<file path="src/rtl/sample_collector_pkg.sv">
// sample_collector_pkg: shared register map, sample-word field offsets and FSM encoding
// for the sample collector.
package sample_collector_pkg;
    localparam logic [7:0] REG_CMD     = 8'd0;
    localparam logic [7:0] REG_STATUS  = 8'd1;
    localparam logic [7:0] REG_DATA_LO = 8'd2;
    localparam logic [7:0] REG_DATA_HI = 8'd3;
    localparam logic [7:0] REG_MASK    = 8'd4;
    localparam int CMD_CLEAR = 0;
    localparam int CNT_MSB = 31;
    localparam int CNT_LSB = 16;
    localparam int POS_MSB = 15;
    localparam int POS_LSB = 1;
    localparam int BIT     = 0;
    typedef enum logic [1:0] {IDLE, REQ, CAPTURE, NEXT} state_t;
endpackage

</file>
<file path="src/rtl/sample_fifo.sv">
// sample_fifo: synchronous word FIFO; a pop frees a slot for a push in the same cycle,
// a pop of an empty FIFO is ignored, and clear wins over both.
module sample_fifo #(
    parameter int DEPTH = 16,
    parameter int W     = 32
) (
    input  logic                     clk,
    input  logic                     reset,
    input  logic                     clear,
    input  logic                     push,
    input  logic                     pop,
    input  logic [W-1:0]             din,
    output logic [W-1:0]             head,
    output logic                     full,
    output logic                     empty,
    output logic [$clog2(DEPTH):0]   count
);
    localparam int AW = $clog2(DEPTH);
    logic [W-1:0] mem [DEPTH];
    logic [AW-1:0] rd_ptr, wr_ptr;
    logic do_push, do_pop;
    assign empty   = count == '0;
    assign full    = count == (AW+1)'(DEPTH);
    assign do_pop  = pop & ~empty;
    assign do_push = push & (~full | do_pop);
    assign head    = mem[rd_ptr];
    always_ff @(posedge clk or posedge reset) begin
        if (reset) begin
            rd_ptr <= '0;
            wr_ptr <= '0;
            count  <= '0;
        end else if (clear) begin
            rd_ptr <= '0;
            wr_ptr <= '0;
            count  <= '0;
        end else begin
            if (do_push) wr_ptr <= wr_ptr + 1'b1;
            if (do_pop) rd_ptr <= rd_ptr + 1'b1;
            count <= count + (AW+1)'(do_push) - (AW+1)'(do_pop);
        end
    end
    always_ff @(posedge clk)
        if (do_push) mem[wr_ptr] <= din;
endmodule

</file>
<file path="src/rtl/sample_collector.sv">
// sample_collector: round-robin poller of pin controllers that queues only new samples for the host.
// Optional channel mask register enabled by SAMPLE_COLLECTOR_CHANNEL_MASK_EN.
module sample_collector #(
    parameter logic [7:0] POSITION     = 8'hF0,
    parameter int         NUM_CHANNELS = 8,
    parameter int         FIFO_DEPTH   = 16
) (
    input  logic        clk,
    input  logic        reset,
    input  logic        enable,
    input  logic [15:0] addr,
    input  logic        data_wr,
    input  logic        data_rd,
    input  logic [31:0] data_in,
    output logic [15:0] data_out,
    input  logic        scan_enable,
    output logic        output_sample,
    output logic [7:0]  channel_select,
    input  logic [31:0] sample_data,
    output logic        sample_available,
    output logic        overflow
);
    import sample_collector_pkg::*;
    localparam int CW = NUM_CHANNELS > 1 ? $clog2(NUM_CHANNELS) : 1;
    localparam int FW = $clog2(FIFO_DEPTH) + 1;
    state_t state, state_nx;
    logic [CW-1:0] ch, ch_nx, ch_above, ch_low;
    logic has_above, any, go;
    logic [15:0] last_cnt [NUM_CHANNELS];
    logic [NUM_CHANNELS-1:0] mask;
    logic wr, rd, clear, pop, want, push_ok, full, empty;
    logic [31:0] head;
    logic [FW-1:0] count;
    logic [4:0] cnt5;
    logic [15:0] rd_val, mask_rd;

`ifdef SAMPLE_COLLECTOR_CHANNEL_MASK_EN
    always_ff @(posedge clk or posedge reset) begin
        if (reset) mask <= '1;
        else if (wr && addr[7:0] == REG_MASK) mask <= NUM_CHANNELS'(data_in);
    end
    assign mask_rd = 16'(mask);
`else
    assign mask    = '1;
    assign mask_rd = '0;
`endif

    assign wr      = enable & data_wr & (addr[15:8] == POSITION);
    assign rd      = enable & data_rd & (addr[15:8] == POSITION);
    assign clear   = wr && addr[7:0] == REG_CMD && data_in[CMD_CLEAR];
    assign pop     = rd && addr[7:0] == REG_DATA_HI;
    assign want    = state == CAPTURE && sample_data != '0 && sample_data[CNT_MSB:CNT_LSB] != last_cnt[ch];
    assign push_ok = ~full | (pop & ~empty);
    assign any     = |mask;
    assign go      = scan_enable & any;
    assign cnt5    = count > FW'(31) ? 5'd31 : 5'(count);
    assign sample_available = ~empty;

    // Next enabled channel after ch, wrapping; stays on ch when nothing else is enabled.
    always_comb begin
        has_above = 1'b0;
        ch_above  = ch;
        ch_low    = ch;
        for (int j = NUM_CHANNELS - 1; j >= 0; j--)
            if (mask[j]) begin
                ch_low = CW'(j);
                if (j > int'(ch)) begin
                    ch_above  = CW'(j);
                    has_above = 1'b1;
                end
            end
        ch_nx = has_above ? ch_above : ch_low;
    end

    always_ff @(posedge clk or posedge reset) begin
        if (reset) state <= IDLE;
        else state <= clear ? IDLE : state_nx;
    end

    always_comb begin
        state_nx = state == IDLE    ? (go ? REQ : IDLE) :
                   state == REQ     ? CAPTURE :
                   state == CAPTURE ? NEXT :
                                      (go ? REQ : IDLE);
    end

    always_comb begin
        output_sample  = state == REQ;
        channel_select = 8'(ch);
    end

    always_comb begin
        rd_val = addr[7:0] == REG_STATUS  ? {overflow, 10'b0, cnt5} :
                 addr[7:0] == REG_DATA_LO ? (empty ? 16'h0 : head[15:0]) :
                 addr[7:0] == REG_DATA_HI ? (empty ? 16'h0 : head[31:16]) :
                 addr[7:0] == REG_MASK    ? mask_rd : 16'h0;
    end

    // A full FIFO leaves last_cnt alone so the dropped sample is retried next sweep.
    always_ff @(posedge clk or posedge reset) begin
        if (reset) begin
            ch       <= '0;
            overflow <= 1'b0;
            data_out <= '0;
            for (int i = 0; i < NUM_CHANNELS; i++) last_cnt[i] <= '0;
        end else begin
            data_out <= rd ? rd_val : 16'h0;
            if (clear) begin
                ch       <= '0;
                overflow <= 1'b0;
                for (int i = 0; i < NUM_CHANNELS; i++) last_cnt[i] <= '0;
            end else begin
                if (state == NEXT || (state == IDLE && go && !mask[ch])) ch <= ch_nx;
                if (want && push_ok) last_cnt[ch] <= sample_data[CNT_MSB:CNT_LSB];
                if (want && !push_ok) overflow <= 1'b1;
            end
        end
    end

    sample_fifo #(.DEPTH(FIFO_DEPTH), .W(32)) u_fifo (
        .clk   (clk),
        .reset (reset),
        .clear (clear),
        .push  (want),
        .pop   (pop),
        .din   (sample_data),
        .head  (head),
        .full  (full),
        .empty (empty),
        .count (count)
    );
endmodule

</file>
<file path="config.mk">
export PLATFORM = sky130hd
export DESIGN_NAME = sample_collector
export DESIGN_NICKNAME = d
export VERILOG_FILES = /design/src/rtl/sample_collector_pkg.sv /design/src/rtl/sample_fifo.sv /design/src/rtl/sample_collector.sv
export SDC_FILE = /design/constraint.sdc
export NUM_CORES = 1
export LEC_CHECK = 0
export CAP_MARGIN = 0
export CORE_MARGIN = 4
export CORE_UTILIZATION = 55
export CTS_CLUSTER_DIAMETER = 60
export CTS_CLUSTER_SIZE = 10
export DETAILED_ROUTE_END_ITERATION = 12
export GPL_TIMING_DRIVEN = 1
export PLACE_DENSITY = 0.77
export SKIP_CTS_REPAIR_TIMING = 1
export SLEW_MARGIN = 0
export SYNTH_ARGS = -nofsm -noshare
export SYNTH_HDL_FRONTEND = slang
export SYNTH_SLANG_ARGS = --single-unit
</file>
<file path="constraint.sdc">
create_clock -name clk -period 5.6 [get_ports clk]
set_input_delay 1.12 -clock clk [delete_from_list [all_inputs] [get_ports clk]]
set_output_delay 1.12 -clock clk [all_outputs]
set_load 0.01 [all_outputs]
</file>
==> metrics.yaml <==
dp_hpwl_um: 37900
synthTopCellsByArea: "edfxtp_1 (55%), dfrtp_1 (15%), mux4_2 (14%), mux2i_1 (5.8%), nand2_1 (2.4%)"
antenna_found_initial: 2
clk_path_buf_depth: 3
yosys.area.top_type_share_pct: 54.9
h-tree-depth: 3
synthCells: 1544
gp_congestion: 0.766
cp-end-kind: "flop"
synth_largest_area_cell: "edfxtp_1"
port_buffers: 76
max_freq_mhz: 202
ioPinCount: 113
tightest_slew_ns: 1.03
vias_per_cell: 6.30
period_share_pct: 88.4
yosysSeqAreaShare_pct: 69.4
wl_per_cell_um: 27.9
place_inst: 2276
synth_seq_cells: 675
nNetsFinal: 1791
critPathArrivalTime_ns: 5.47
drt_iter0_drc: 1591
cts.sinks: 675
synth_common_cells: "edfxtp_1 (512), nand2_1 (180), mux4_2 (171), dfrtp_1 (163), mux2i_1 (161)"
ys_warn_count: 0
synth-edff-count: 512
async_reset_ff_share_pct: 24.1
tns_ns: 0
start_util_pct: 55.7
power_density_mw_per_mm2: 429
cp_max_fo: 40
numCtsBuffers: 77
period_minus_slack_ns: 4.95
drive_gt1_share_pct: 22.1
setup_viol: 0
num-fill-cells: 3363
hp-class: "flop to flop"
worstPathCellList: "buf_4 -> mux2_4 -> a221o_1 -> a21oi_1 -> xnor2_1 -> nor4_2 -> a31o_1 -> inv_4 -> ha_1 -> inv_1 -> fa_1 -> inv_1 -> a21oi_1 -> nor2_1 -> or3_1 -> a21oi_1"
first_global_vias: 15802
peakVddDrop_uv: 280
cp_slowest_cell: "dfrtp_2"
critPathTopFamily: "compound AO/OA/AOI/OAI gates"
multi_input_area_mm2: 0.00813
seq_area_mm2: 0.0195
vias: 15127
cts_tree: "yes"
syn_area_per_cell_um2: 18.2
grt_pass1_wl_um: 101000
netlist_area_mm2: 0.0280
coreArea_mm2: 0.0503
die_y_um: 234
finClkSkew_ns: 0.0206
slew_headroom_pct: 31.4
power.total_mw: 13.8
critical_path_class: "flop to flop"
status: "finished clean"
insertion_delay_ns: 0.61
die_x_um: 234
drt-total-wl_um: 67000
rsz0062_at_grt: "no"
drv_cap: 0
start_kind: "flop"
firstDrtPassIters: 5
antenna_left: 0
n_antenna_cell: 0
cpPeakStageDelay_ns: 1.02
yosysMostFrequentCell: "edfxtp_1"
pre_cts_slack_ns: 0.332
cp.required_ns: 6.12
cpMostUsedCell: "a21oi_1"
grt-ovfl-total: 0
rows: 82
path_buf_inv: 4
slew_viol_final: 0
grt_usage_pct: 25.1
fin_area_mm2: 0.0322
grt_max_degree: 111
dieArea_mm2: 0.0546
areaGrowthSynthToFinish_pct: 15.0
synth_cell_types: 65
path_clk_slew_ns: 0.06
cts-root-buf: "clkbuf_16"
hold_violations: 0
final.setup.worst_slack_ns: 0.652
ys_dominant_reg_cell: "edfxtp_1"
fin_cells: 2400
dpl-instance-area_mm2: 0.0300
leakage_nw: 11.9
drc: 0
## final timing paths
kind                       slack, ns   startpoint  cells after the start                to
max                             0.65        ch[2]                     16   u_fifo.count[4]
min                             0.52  last_cnt[0]                      2       last_cnt[0]
max reg2reg                     0.65        ch[2]                     16   u_fifo.count[4]
min reg2reg                     0.52  last_cnt[0]                      2       last_cnt[0]
max in group asynchronous       3.57        reset                      3  u_fifo.rd_ptr[0]
min in group asynchronous       0.98        reset                      2       data_out[8]
## per-stage QoR
step,util (%),hold WS [ns]
after floorplan,-,0.495
after global placement,59.7,0.507
after detailed placement,59.7,0.515
after CTS,64.1,0.524
after global routing,64.1,0.539
final,64.1,0.522
## placed cells by master (no fill, tap or decap), types with 17 or more instances in the layout
| cell type | count |
|---|---|
| dfrtp_1 | 159 |
| mux2i_1 | 161 |
| ha_1 | 21 |
| a21oi_1 | 27 |
| edfxtp_1 | 512 |
| clkbuf_1 | 41 |
| clkdlybuf4s50_1 | 76 |
| buf_4 | 64 |
| clkbuf_16 | 79 |
| nor2_1 | 20 |
| nand2_1 | 180 |
| mux4_2 | 171 |
| inv_1 | 17 |
## power by group
part	total, mW	switching [mW]	internal (mW)	leakage (nW)
Clock	4.53	1.88	2.65	1.06
Sequential	6.63	0.469	6.17	6.66
Combinational	2.67	1.49	1.17	4.17
Total	13.8	3.84	9.98	11.9
## routing by layer
layer	part of all wire, %	track usage [%]	vias up
met1	39	34.5	7976
met5	0.021	0	-
li1	-	-	6329
met3	7.5	5.10	125
met2	51	40.9	695
met4	3.1	8.34	2
## cell type report
cell class                      count  share of cell area, %
Tap cell                          672                   2.61
Clock inverter                      4                  0.256
Clock buffer                      120                   6.61
Sequential cell                   675                   60.4
Inverter                           20                  0.256
Multi-Input combinational cell    757                   25.2
Timing Repair Buffer              152                   4.60
## worst register-to-register path, stage by stage (launching register included)
cell and delay, ns:
dfrtp_2 1.02, buf_4 0.40, mux2_4 0.32, a221o_1 0.29, a21oi_1 0.23, xnor2_1 0.11, nor4_2 0.49, a31o_1 0.58
inv_4 0.22, ha_1 0.26, inv_1 0.08, fa_1 0.21, inv_1 0.05, a21oi_1 0.12, nor2_1 0.06, or3_1 0.30
a21oi_1 0.14
## cells by family after synthesis
group	after synthesis	share of synthesized area, %
AO/OA/AOI/OAI	76	1.75
XOR/XNOR	19	0.594
adder cells (fa/ha/maj)	22	1.01
buffers and inverters	116	2.11
flip-flops	675	69.4
multiplexers	345	20.0
other	1	0.0134
AND/OR/NAND/NOR	290	5.07
## sequential cells by signal, summed over array words and instances, names as in the netlist
signal and cells:
u_fifo.mem 512, last_cnt 128, data_out 16, u_fifo.count 5, u_fifo.rd_ptr 4, u_fifo.wr_ptr 4, ch 3, state 2
overflow 1
(Power assumes the default switching activity.)
